[src/rtl/alu_seq.sv]
// Registered W-bit ALU with valid/ready handshakes, persistent flags and carry-chained ops.
// Define ALU_SEQ_MULT_EN to build the multi-cycle shift-add multiplier (opcode 1011).
module alu_seq #(
  parameter int unsigned W     = 8,
  parameter int unsigned CNT_W = 4
) (
  input  logic         clk,
  input  logic         rst_n,
  input  logic         in_valid,
  output logic         in_ready,
  input  logic [W-1:0] A,
  input  logic [W-1:0] B,
  input  logic [3:0]   S,
  output logic         out_valid,
  input  logic         out_ready,
  output logic [W-1:0] Out,
  output logic         C_Out,
  output logic         Overflow,
  output logic         Zero,
  output logic         Negative,
  output logic         Illegal
);

  localparam int unsigned ShW = $clog2(W);

  if ((1 << CNT_W) <= W) begin : g_cnt_check
    $error("alu_seq: CNT_W too narrow to count W multiplier steps");
  end

  typedef enum logic [1:0] {
    StIdle,
    StDone
`ifdef ALU_SEQ_MULT_EN
    , StMul
`endif
  } state_e;

  state_e         state_q;
  logic [W-1:0]   out_q;
  logic           c_q;
  logic           v_q;
  logic           z_q;
  logic           n_q;
  logic           ill_q;

  logic           accept;
  logic [W-1:0]   addend;
  logic           cin;
  logic [W:0]     sum;
  logic [ShW-1:0] sh_amt;
  logic           sh_big;
  logic [W-1:0]   res;
  logic           res_c;
  logic           res_v;
  logic           res_ill;

`ifdef ALU_SEQ_MULT_EN
  logic           is_mul;
  logic [2*W-1:0] mul_acc_q;
  logic [2*W-1:0] mul_mcand_q;
  logic [W-1:0]   mul_mplier_q;
  logic [CNT_W-1:0] mul_cnt_q;
  logic           mul_hi;
  assign mul_hi = |mul_acc_q[2*W-1:W];
`endif

  assign in_ready  = (state_q == StIdle) || ((state_q == StDone) && out_ready);
  assign accept    = in_valid && in_ready;
  assign out_valid = (state_q == StDone);
  assign Out       = out_q;
  assign C_Out     = c_q;
  assign Overflow  = v_q;
  assign Zero      = z_q;
  assign Negative  = n_q;
  assign Illegal   = ill_q;

  // S[0] selects subtract (invert B); S[1] chains the stored carry instead of S[0].
  always_comb begin
    addend  = S[0] ? ~B : B;
    cin     = S[1] ? c_q : S[0];
    sum     = {1'b0, A} + {1'b0, addend} + {{W{1'b0}}, cin};
    sh_amt  = B[ShW-1:0];
    sh_big  = 32'(sh_amt) >= 32'(W);
    res     = '0;
    res_c   = 1'b0;
    res_v   = 1'b0;
    res_ill = 1'b0;
`ifdef ALU_SEQ_MULT_EN
    is_mul  = 1'b0;
`endif
    case (S)
      4'b0000, 4'b0001, 4'b0010, 4'b0011: begin
        res   = sum[W-1:0];
        res_c = sum[W];
        res_v = (A[W-1] == addend[W-1]) && (sum[W-1] != A[W-1]);
      end
      4'b0100: res = A & B;
      4'b0101: res = A | B;
      4'b0110: res = A ^ B;
      4'b0111: res = ~A;
      4'b1000: res = sh_big ? '0 : (A << sh_amt);
      4'b1001: res = sh_big ? '0 : (A >> sh_amt);
      4'b1010: res = sh_big ? {W{A[W-1]}} : W'($signed(A) >>> sh_amt);
`ifdef ALU_SEQ_MULT_EN
      4'b1011: is_mul = 1'b1;
`endif
      default: res_ill = 1'b1;
    endcase
  end

  // Zero/Negative are registered together with Out so that they track the held result
  // yet read 0 out of reset.
  always_ff @(posedge clk or negedge rst_n) begin
    if (!rst_n) begin
      state_q      <= StIdle;
      out_q        <= '0;
      c_q          <= 1'b0;
      v_q          <= 1'b0;
      z_q          <= 1'b0;
      n_q          <= 1'b0;
      ill_q        <= 1'b0;
`ifdef ALU_SEQ_MULT_EN
      mul_acc_q    <= '0;
      mul_mcand_q  <= '0;
      mul_mplier_q <= '0;
      mul_cnt_q    <= '0;
`endif
    end else if (accept) begin
`ifdef ALU_SEQ_MULT_EN
      if (is_mul) begin
        state_q      <= StMul;
        mul_acc_q    <= '0;
        mul_mcand_q  <= {{W{1'b0}}, A};
        mul_mplier_q <= B;
        mul_cnt_q    <= '0;
      end else
`endif
      begin
        state_q <= StDone;
        out_q   <= res;
        c_q     <= res_c;
        v_q     <= res_v;
        z_q     <= (res == '0);
        n_q     <= res[W-1];
        ill_q   <= res_ill;
      end
    end else if ((state_q == StDone) && out_ready) begin
      state_q <= StIdle;
    end
`ifdef ALU_SEQ_MULT_EN
    else if (state_q == StMul) begin
      // W shift-add steps, then one cycle to publish the product.
      if (mul_cnt_q == CNT_W'(W)) begin
        state_q <= StDone;
        out_q   <= mul_acc_q[W-1:0];
        c_q     <= mul_hi;
        v_q     <= mul_hi;
        z_q     <= (mul_acc_q[W-1:0] == '0);
        n_q     <= mul_acc_q[W-1];
        ill_q   <= 1'b0;
      end else begin
        if (mul_mplier_q[0]) begin
          mul_acc_q <= mul_acc_q + mul_mcand_q;
        end
        mul_mcand_q  <= mul_mcand_q << 1;
        mul_mplier_q <= mul_mplier_q >> 1;
        mul_cnt_q    <= mul_cnt_q + 1'b1;
      end
    end
`endif
  end

endmodule

[config.mk]
export PLATFORM = sky130hd
export DESIGN_NAME = alu_seq
export DESIGN_NICKNAME = d
export VERILOG_FILES = /design/src/rtl/alu_seq.sv
export SDC_FILE = /design/constraint.sdc
export NUM_CORES = 1
export LEC_CHECK = 0
export CAP_MARGIN = 15
export CELL_PAD_IN_SITES_DETAIL_PLACEMENT = 1
export CELL_PAD_IN_SITES_GLOBAL_PLACEMENT = 1
export CORE_MARGIN = 2
export CORE_UTILIZATION = 53
export DETAILED_ROUTE_END_ITERATION = 8
export DONT_BUFFER_PORTS = 1
export PLACE_DENSITY_LB_ADDON = 0.08
export SYNTH_ARGS = -nofsm -noshare
export SYNTH_HDL_FRONTEND = slang
export SYNTH_SLANG_ARGS = --single-unit
[constraint.sdc]
create_clock -name clk -period 4.65 [get_ports clk]
set_input_delay 0.2325 -clock clk [delete_from_list [all_inputs] [get_ports clk]]
set_output_delay 0.2325 -clock clk [all_outputs]
set_load 0.02 [all_outputs]
# ---- After elaboration in Yosys (flattened, before gate mapping)
# Index checks and enable logic that the tools add are counted.
dict set report op_classes {
  n_addsub 2
  n_eq_ne 13
  n_shift 3
  muxes 8
  bitwise 5
  n_reduce_logical 10
}
# operator n
set ops {}
lappend ops {{$pmux W8 S8} 1}
lappend ops {{$eq A4 B3 Y1 const B} 4}
lappend ops {{$not A8 Y8} 2}
lappend ops {{$eq A4 B4 Y1 const B} 3}
lappend ops {{$reduce_or A11 Y1} 1}
lappend ops {{$add A8 B8 Y9} 1}
lappend ops {{$add A9 B1 Y9} 1}
lappend ops {{$and A8 B8 Y8} 1}
lappend ops {{$eq A4 B2 Y1 const B} 2}
lappend ops {{$logic_not A8 Y1} 1}
lappend ops {{$mux W8} 1}
lappend ops {{$or A8 B8 Y8} 1}
lappend ops {{$shl A8 B3 Y8} 1}
lappend ops {{$shr A8 B3 Y8} 1}
lappend ops {{$sshr A8 B3 Y8} 1}
lappend ops {{$xor A8 B8 Y8} 1}
lappend ops {{$eq A4 B1 Y1 const B} 1}
lappend ops {{$logic_not A4 Y1} 1}
lappend ops {{$mux W1} 4}
lappend ops {{$mux W2} 2}
lappend ops {{$reduce_or A4 Y1} 1}
lappend ops {{$logic_and A1 B1 Y1} 3}
lappend ops {{$eq A2 B1 Y1 const B} 1}
lappend ops {{$logic_not A2 Y1} 1}
lappend ops {{other kinds (4)} 4}
dict set report totals {
  reg_bits 15
  input_bits 24
  output_inout_bits 15
  elab_cells 48
}

# ---- Logic depth before layout (Yosys ltp)
# Gate-level depths: netlist of run 1.
dict set report depth {
  ltp_word 7
  mapped_depth 13
  ltp_nobuf 11
}

# ---- Worst setup path after synthesis of run 1
# Ideal clock, no wire load.
dict set report synth_timing {
  path_type {input to register}
  start {input port S[0]}
  end {register z_q, in the netlist Zero}
  setup_ns 0.068
  t_arrival_ns 2.917
  required_time_ns 4.582
  setup_slack_ns 1.665
  stages 13
  path_buffers 3
  cell_sequence {buf_2 > buf_2 > buf_2 > xor2_1 > fa_1 > fa_1 > a211oi_1 > nor2_1 > xor2_1 > mux2i_1 > o21ai_1 > nor4_1 > a32o_1}
}
dict set report synth_via {
  elab_chain_len 5
  elab_cells_between_ends 18
  classes_between {add/sub (2); eq/ne (10); mux (3); reduce/logical (3)}
}
# element line_no
set synth_lines {}
lappend synth_lines {{start: declaration} 13} ;# input logic [3:0] S,
lappend synth_lines {{$mux W8} 79} ;# addend = S[0] ? ~B : B;
lappend synth_lines {{$add A8 B8 Y9} 81} ;# sum = {1'b0, A} + {1'b0, addend} + {{W{1'b0}}, cin};
lappend synth_lines {{$add A9 B1 Y9} 81}
lappend synth_lines {{$pmux W8 S8 *} 91} ;# case (S)
lappend synth_lines {{$logic_not A8 Y1 *} 143} ;# z_q <= (res == '0);
lappend synth_lines {{end signal: assignment} 143}
lappend synth_lines {{end: declaration} 42} ;# logic z_q;
# Every way passes the cells marked *; elsewhere a longest branch is shown, timed or not.
# A chain may end at the register's enable or synchronous reset.

# ---- Worst setup path in the final report of run 1
dict set report layout_timing {
  start {register c_q, in the netlist C_Out}
  end {register z_q, in the netlist Zero}
}
dict set report layout_via {
  elab_chain_len 4
}
# element line_no
set layout_lines {}
lappend layout_lines {{start: declaration} 40} ;# logic c_q;
lappend layout_lines {{start signal: assignment} 141} ;# c_q <= res_c;
lappend layout_lines {{$mux W1} 80} ;# cin = S[1] ? c_q : S[0];
lappend layout_lines {{$add A9 B1 Y9} 81}
lappend layout_lines {{$pmux W8 S8} 91}
lappend layout_lines {{$logic_not A8 Y1} 143}
# Every way passes these cells.

==> results of run 1 <==
[cells by family after synthesis]
logic type	after synthesis	share of synthesized area, %
adders and majority gates	27	16.1
buffers and inverters	41	8.75
DFF	13	14.9
AOI/OAI and AO/OA	66	20.8
xor gates and xnor gates	14	5.60
and+or+nand+nor	69	16.0
muxes	19	17.8
[registers in the layout, summed over array words and instances, names as in the netlist]
| signal | cells |
|---|---|
| Out | 8 |
| C_Out | 1 |
| Illegal | 1 |
| Overflow | 1 |
| Zero | 1 |
| state_q | 1 |
[power breakdown]
group	leakage, nW	internal, mW	switching, mW
Sequential	0.167	0.129	0.0332
Clock	0.0228	0.0605	0.0402
Combinational	0.790	0.0885	0.0986
Total	0.979	0.278	0.172
[cell type report]
type / instances / area share, %
Multi-Input combinational cell: 195 / 75.6
Sequential cell: 13 / 14.7
Inverter: 26 / 4.41
Tap cell: 50 / 2.83
Clock buffer: 4 / 2.04
Timing Repair Buffer: 1 / 0.452
[placed cells by master, fill, tap and decap left out, drive strengths merged, types with 3 or more instances in the layout]
cell    count
a32o        3
clkbuf      4
ha         25
inv        25
a31oi       3
a21oi      11
a22o        3
nor4        3
o211ai      3
dfrtp      13
o21ai      16
a21o        3
nand2      18
nand2b      6
mux2i       3
nand3       7
nor2b       5
mux4       15
nor2       16
a211oi      9
xor2       13
[per-layer routing]
metal	wire (um)	part of all wire, %
met3	482	8.0
met2	2940	49
met5	0	0
met1	2520	42
met4	78	1.3
[worst paths after layout]
kind	startpoint	to	slack (ns)	cells past startpoint
worst max-delay path	C_Out$_DFFE_PN0P_	Zero$_DFFE_PN0P_	1.84	11
max in group asynchronous	rst_n	Overflow$_DFFE_PN0P_	3.87	1
worst min register to register	Out[6]$_DFFE_PN0P_	Out[6]$_DFFE_PN0P_	0.64	2
worst max register to register	C_Out$_DFFE_PN0P_	Zero$_DFFE_PN0P_	1.84	11
worst min-delay path	in_valid	state_q[0]$_DFFE_PN0P_	0.1	1
min in group asynchronous	rst_n	Out[5]$_DFFE_PN0P_	0.41	1
[worst register-to-register path, cell delays in order (launching register included)]
cell and delay, ns:
dfrtp_1 0.47, nand2_1 0.11, nand2_1 0.07, fa_1 0.42
fa_1 0.42, a211oi_1 0.30, nor2_1 0.09, xor2_1 0.14
mux2i_1 0.12, o21ai_1 0.09, nor4_1 0.30, a32o_1 0.21
==> results.yml, run 1 <==
timing:
  worst_pin_slew_ns: 0.950
  rsz0062_at_grt: "no"
  hold_slack_ns: 0.0998
  setup_viol: 0
  fin_crit_sh_pct: 60.4
  finClkSkew_ns: 0.00528
  hold_viol_final: 0
  fmax_ghz: 0.356
  worst_slack_ns: 1.84
  maxSlewHeadroom_pct: 35.8
  finalCriticalPeriod_ns: 2.81
  finalSetupTns_ns: 0
  maxSlewViolCount: 0
placed_design:
  dp.cells: 284
  io_buffers: 0
  place_area_sq_um: 2160
  place_hpwl_um: 4740
  post-place-ws_ns: 1.85
  globalplace.congestion: 0.863
detailed_routing:
  drt_first_pass_iters: 4
  totalWireLength_um: 6020
  drc_errors: 0
  post_drt_via_cell_ratio: 6.69
  drt-initial-drc-count: 93
  avgRoutedWirePerCell_um: 20.8
  ant_nets: 0
  num_vias: 1932
die:
  die_h_um: 68.3
  num_rows: 23
  start_util_pct: 54.7
  io_pins: 39
  die_w_um: 68.3
  dieArea_sq_um: 4660
  core_region_area_sq_um: 4000
grt:
  grt_pass1_wl_um: 9630
  gr-total-overflow: 0
  grt_pass1_vias: 1951
  grt-busiest-layer: "met2"
  antenna_found_initial: 0
  grt_use_total_pct: 27.8
  grtUsageMet2_pct: 47.5
  use_met3_pct: 2.96
  grt_max_degree: 30
  grtUsageMet1_pct: 36.8
worst_hold_path:
  hold_path.class: "in2reg"
logic_synthesis:
  ys_warn_count: 0
  syn_nets: 300
  netlist_area_sq_um: 2190
  synth.most_common_cell: "ha_1"
  yosysSeqAreaShare_pct: 14.9
  synth_edf_count: 0
  yosysTopAreaCell: "dfrtp_1"
  synth.area.top_cells: "dfrtp_1 15%, ha_1 14%, mux4_2 12%"
  ys_top_cells_by_count: "25 x ha_1, 24 x inv_1, 18 x nand2_1, 16 x nor2_1"
  yosysTopAreaCellShare_pct: 14.9
  syn_avg_cell_area_sq_um: 8.79
  ys_ff_latch: 13
  synthArstFlopShare_pct: 100
  synth-main-ff-cell: "dfrtp_1"
  postSynthCellCount: 249
  synth.distinct_cells: 52
power:
  p_leak_nw: 0.979
  vdd_drop_max_mv: 0.0680
  total_power_mw: 0.450
  cellPowerDensity_nw_per_um2: 203
layout:
  stdcell_count: 289
  nets: 291
  final_util_pct: 55.3
  area_growth_syn_to_layout_pct: 1.09
  multiInputGateArea_sq_um: 1670
  antenna_cells: 0
  num-fill-cells: 467
  drive_above_1_share_pct: 8.79
  fin_area_sq_um: 2210
  register_area_sq_um: 325
critical_path:
  arrival_ns: 2.99
  end_kind: "register"
  cp-start-kind: "register"
  critPathMaxStageDelay_ns: 0.47
  critPathRequiredTime_ns: 4.83
  crit_type: "reg2reg"
  critical_path.top_delay_family: "adder cells"
  critPathMaxFanout: 3
  crit_path_cell_trace: "nand2_1 -> nand2_1 -> fa_1 -> fa_1 -> a211oi_1 -> nor2_1 -> xor2_1 -> mux2i_1 -> o21ai_1 -> nor4_1 -> a32o_1"
  cp_num_buf_inv: 0
  cp_slowest_cell: "dfrtp_1"
clock_tree:
  cts_hold_buffers: 1
  clockRootBuffer: "clkbuf_8"
  clock_latency_ns: 0.25
  clkSinkCount: 13
  cts_buffers: 3
  cts_resized: 0
  cts_setup_buffers: 0
  htreeDepth: 1
  tritoncts: "done"
  clk_pin_slew_ns: 0.06
  clk_path_buf_depth: 2
status:
  status: "complete, no violations"
flow_run:
  drv_cap: 0
Power figures use the tool's default switching activity.
==> run 2: changes to the inputs <==
CORE_UTILIZATION = 49   (was 53)
clock period = 2.8 ns   (was 4.65 ns; I/O delays follow)
==> run 2 against run 1 <==
Count of clock-buffer cells in the layout stayed put. Worst hold slack worse by 0.089 ns. Via count is 1.4% higher. Combinational power is 73% higher. Critical path depth stayed put. Non-clock buffer count is 3 higher. Largest power group unchanged. Highest routed layer unchanged.
==> results.yml, run 2 (synthesized netlist as in run 1, its figures left out) <==
worst_hold_path:
  min_path_cells: 1
  holdCritStartpoint: "in_valid"
  hold-path-endpoint: "state_q[0]$_DFFE_PN0P_"
  hold_path.class: "in2reg"
grt:
  grt_max_degree: 30
  antenna_found_initial: 0
  grt_use_total_pct: 25.7
  grt_pass1_wl_um: 10300
  grt_pass1_vias: 2047
  gr-total-overflow: 0
power:
  p_seq_share_pct: 35.3
  clock_power_share_pct: 21.8
  p_sw_mw: 0.288
  vdd_drop_max_mv: 0.165
  p_leak_nw: 0.996
  internal_power_mw: 0.467
  power_frac_comb_pct: 42.9
  p_sw_share_pct: 38.2
  cellPowerDensity_nw_per_um2: 336
critical_path:
  crit_type: "reg2reg"
  cp-start-kind: "register"
  r2r_end: "Zero$_DFFE_PN0P_"
  reg2regPathDepth: 11
  end_kind: "register"
  timing.rr.start: "C_Out$_DFFE_PN0P_"
  arrival_ns: 2.88
  critPathMaxFanout: 2
  critPathRequiredTime_ns: 2.98
  worst-r2r-setup-slack_ns: 0.1
timing:
  setup_viol: 0
  finalSetupTns_ns: 0
  rsz0062_at_grt: "no"
  finalCriticalPeriod_ns: 2.70
  finClkSkew_ns: 0.000807
  hold_viol_final: 0
  worst_pin_slew_ns: 0.592
  hold_slack_ns: 0.0104
  maxSlewViolCount: 0
  fin_crit_sh_pct: 96.5
  maxSlewHeadroom_pct: 60.2
  fmax_ghz: 0.370
die:
  dieArea_sq_um: 5020
  num_rows: 24
  die_h_um: 70.8
  io_pins: 39
  start_util_pct: 50.6
  core_region_area_sq_um: 4320
  die_w_um: 70.8
clock_tree:
  clk_path_buf_depth: 2
  cts_setup_buffers: 0
  clock_latency_ns: 0.24
  htreeDepth: 1
  clkSinkCount: 13
  tritoncts: "done"
  clockRootBuffer: "clkbuf_8"
  clk_pin_slew_ns: 0.05
  cts_buffers: 3
flow_run:
  drv_cap: 0
layout:
  num-fill-cells: 502
  layout_commonest_cell: "ha_1"
  multiInputGateArea_sq_um: 1680
  antenna_cells: 0
  final_cell_mix: "25 x ha_1, 24 x inv_1, 18 x nand2_1"
  drive_above_1_share_pct: 10.7
  register_area_sq_um: 325
  fin_area_sq_um: 2250
  nets: 294
  area_growth_syn_to_layout_pct: 2.74
  largest_register_ffs: 8
detailed_routing:
  num_vias: 1959
  totalWireLength_um: 6360
  drt-initial-drc-count: 60
  drt_first_pass_iters: 4
  ant_nets: 0
  post_drt_via_cell_ratio: 6.66
  avgRoutedWirePerCell_um: 21.6
  drc_errors: 0
placed_design:
  io_buffers: 0
  globalplace.congestion: 0.934
  place_area_sq_um: 2180
  place_hpwl_um: 4800
status:
  status: "complete, no violations"
[run 2: cell count changes in the layout (fill, tap and decap cells not counted)]
cell / change
a211oi_2: +1
buf_4: +3
a211oi_1: -1
nor4_2: +1
nor4_1: -1
[run 2: timing repair]
| item | CTS | global route |
|---|---|---|
| endpoints found under the hold margin | 13 | 0 |
| hold buffers | 1 | 0 |
| resized for setup | 0 | 2 |
| setup endpoints to repair | 0 | 1 |
[run 2: critical path, stage by stage (launching register included)]
cell and delay (ns):
dfrtp_1 0.38, nand2_1 0.07, nand2_1 0.06, fa_1 0.41
fa_1 0.43, a211oi_2 0.28, nor2_1 0.09, xor2_1 0.14
mux2i_1 0.13, o21ai_1 0.11, nor4_2 0.31, a32o_1 0.21
[run 2: per-layer routing]
metal | wire (um) | GRT usage (%)
met1 | 2870 | 34.9
met5 | 0 | 0
met3 | 284 | 1.42
met2 | 3120 | 44.5
met4 | 85 | 7.13
[run 2: worst max-delay path by stage]
stage	startpoint	endpoint	slack [ns]	cells past startpoint
after floorplan	S[0]	Zero$_DFFE_PN0P_	0.009	13
after global placement	C_Out$_DFFE_PN0P_	Zero$_DFFE_PN0P_	0.21	11
after detailed placement	C_Out$_DFFE_PN0P_	Zero$_DFFE_PN0P_	0.04	11
after CTS	C_Out$_DFFE_PN0P_	Zero$_DFFE_PN0P_	0.01	11
after global routing	C_Out$_DFFE_PN0P_	Zero$_DFFE_PN0P_	0.03	11
final	C_Out$_DFFE_PN0P_	Zero$_DFFE_PN0P_	0.1	11
[run 2: power groups by stage]
stage / clock (mW) / sequential [mW] / combinational, mW
final: 0.164 / 0.266 / 0.324
after global routing: 0.172 / 0.269 / 0.356
after CTS: 0.165 / 0.267 / 0.316
after detailed placement: 0 / 0.270 / 0.309
after global placement: 0 / 0.270 / 0.294
after floorplan: 0 / 0.265 / 0.276
[run 2: stage by stage]
| step | setup slack (ns) | std cells | power (mW) | util (%) |
|---|---|---|---|---|
| 2_1_floorplan | 0.00864 | 249 | 0.541 | - |
| 3_3_place_gp | 0.210 | 289 | 0.564 | 50.5 |
| 3_5_place_dp | 0.0449 | 289 | 0.579 | 50.5 |
| 4_1_cts | 0.0112 | 294 | 0.749 | 51.7 |
| 5_1_grt | 0.0270 | 294 | 0.797 | 52.0 |
| 6_report | 0.0968 | 294 | 0.755 | 52.0 |
[run 2: cell type report]
| type | count | share of cell area [%] |
|---|---|---|
| multi-input combinational | 195 | 74.8 |
| inverter | 26 | 4.34 |
| tap | 52 | 2.89 |
| sequential | 13 | 14.5 |
| timing repair buffer | 4 | 1.45 |
| clock buffer | 4 | 2.00 |
==> run 3: changes to the inputs <==
clock period = 3 ns   (was 2.8 ns; I/O delays follow)
==> run 3 against run 2 <==
Wire length is 1.1% lower. Global-route usage hardly changed. Highest routed layer unchanged. Sequential power is 6% lower. Clock power is 8% lower. Via count is 0.26% higher. Critical endpoint unchanged. Sequential cell count stayed put. Non-clock buffer count is 2 lower.
==> results.yml, run 3 (synthesized netlist as in run 1, its figures left out) <==
die:
  die_h_um: 70.8
  start_util_pct: 50.6
  die_w_um: 70.8
  core_region_area_sq_um: 4320
  dieArea_sq_um: 5020
  io_pins: 39
  num_rows: 24
timing:
  maxSlewHeadroom_pct: 34.4
  hold_viol_final: 0
  fin_crit_sh_pct: 92.2
  finalCriticalPeriod_ns: 2.77
  hold_slack_ns: 0.0315
  worst_pin_slew_ns: 0.971
  finalSetupTns_ns: 0
  maxSlewViolCount: 0
  rsz0062_at_grt: "no"
  fmax_ghz: 0.362
  finClkSkew_ns: 0.00177
  setup_viol: 0
layout:
  num-fill-cells: 532
  drive_above_1_share_pct: 9.58
  final_cell_mix: "25 x ha_1, 24 x inv_1, 18 x nand2_1"
  final_util_pct: 51.5
  antenna_cells: 0
  nets: 292
  area_growth_syn_to_layout_pct: 1.77
  layout_commonest_cell: "ha_1"
  largest_register_ffs: 8
  fin_area_sq_um: 2230
worst_hold_path:
  hold_path.class: "in2reg"
  holdCritStartpoint: "in_valid"
power:
  p_sw_share_pct: 38.1
  total_power_mw: 0.701
  internal_power_mw: 0.434
  p_sw_mw: 0.267
  power_frac_comb_pct: 42.6
  vdd_drop_max_mv: 0.130
  cellPowerDensity_nw_per_um2: 315
  p_seq_share_pct: 35.8
  p_leak_nw: 0.985
  clock_power_share_pct: 21.6
placed_design:
  place_area_sq_um: 2170
  place_hpwl_um: 4870
  io_buffers: 0
  globalplace.congestion: 0.907
clock_tree:
  tritoncts: "done"
  clkSinkCount: 13
  clockRootBuffer: "clkbuf_8"
  clk_pin_slew_ns: 0.05
  cts_setup_buffers: 0
  clock_latency_ns: 0.24
  cts_buffers: 3
  htreeDepth: 1
  clk_path_buf_depth: 2
grt:
  grt_use_total_pct: 25.7
  gr-total-overflow: 0
  grt_pass1_wl_um: 10300
  antenna_found_initial: 0
  grt_pass1_vias: 2086
  grt_max_degree: 30
critical_path:
  end_kind: "register"
  timing.rr.start: "C_Out$_DFFE_PN0P_"
  critPathMaxFanout: 3
  cp-start-kind: "register"
  arrival_ns: 2.94
  critPathRequiredTime_ns: 3.18
  startpoint: "C_Out$_DFFE_PN0P_"
  crit_type: "reg2reg"
detailed_routing:
  drc_errors: 0
  drt-initial-drc-count: 71
  ant_nets: 0
  post_drt_via_cell_ratio: 6.73
  totalWireLength_um: 6290
  num_vias: 1964
  drt_first_pass_iters: 4
  avgRoutedWirePerCell_um: 21.5
status:
  status: "complete, no violations"
flow_run:
  drv_cap: 0
run 3: final timing paths:
check,to,slack [ns],depth (start not counted)
setup / recovery,Zero$_DFFE_PN0P_,0.23,11
hold reg to reg,Out[6]$_DFFE_PN0P_,0.61,2
hold / removal,state_q[0]$_DFFE_PN0P_,0.03,1
min in group asynchronous,Out[3]$_DFFE_PN0P_,0.33,1
setup reg to reg,Zero$_DFFE_PN0P_,0.23,11
max in group asynchronous,Out[2]$_DFFE_PN0P_,2.32,1
run 3: stage by stage:
stage / worst slack [ns] / std cells
after floorplan: 0.0978 / 249
after global routing: 0.0771 / 292
after detailed placement: 0.194 / 287
after global placement: 0.268 / 287
final: 0.235 / 292
after CTS: 0.182 / 292
run 3: power by group through the flow:
stage          Sequential, mW  Clock [mW]  Combinational (mW)
2_1_floorplan           0.247           0               0.257
3_3_place_gp            0.254           0               0.268
3_5_place_dp            0.255           0               0.288
4_1_cts                 0.252       0.155               0.294
5_1_grt                 0.255       0.157               0.327
6_report                0.251       0.151               0.298
run 3: repair_timing:
action,4_1_cts,5_1_grt
endpoints found under the setup margin,0,1
hold buffers,1,0
endpoints found under the hold margin,13,0
gates resized for setup,0,1
run 3: final cells by class:
| cell class | instances | area (sq um) | area share [%] |
|---|---|---|---|
| Sequential cell | 13 | 325 | 14.6 |
| Tap cell | 52 | 65.1 | 2.92 |
| Clock buffer | 4 | 45.0 | 2.02 |
| Multi-Input combinational cell | 195 | 1680 | 75.3 |
| Timing Repair Buffer | 2 | 17.5 | 0.787 |
| Inverter | 26 | 97.6 | 4.38 |
run 3: critical path, stage by stage, from the launching register on:
cell and delay (ns):
dfrtp_1 0.47, nand2_1 0.11, nand2_1 0.07, fa_1 0.42, fa_1 0.43, xor2_1 0.19
nor2_1 0.13, a211oi_1 0.07, a21oi_1 0.22, nand2_1 0.09, nor4_1 0.28, a32o_1 0.21
run 3: metal layers:
| layer | global-route usage [%] | vias up | part of all wire (%) |
|---|---|---|---|
| li1 | - | 899 | - |
| met1 | 30.6 | 967 | 41 |
| met2 | 45.4 | 78 | 50 |
| met3 | 3.99 | 20 | 5.4 |
| met4 | 11.7 | 0 | 3.0 |
| met5 | 0 | - | 0 |
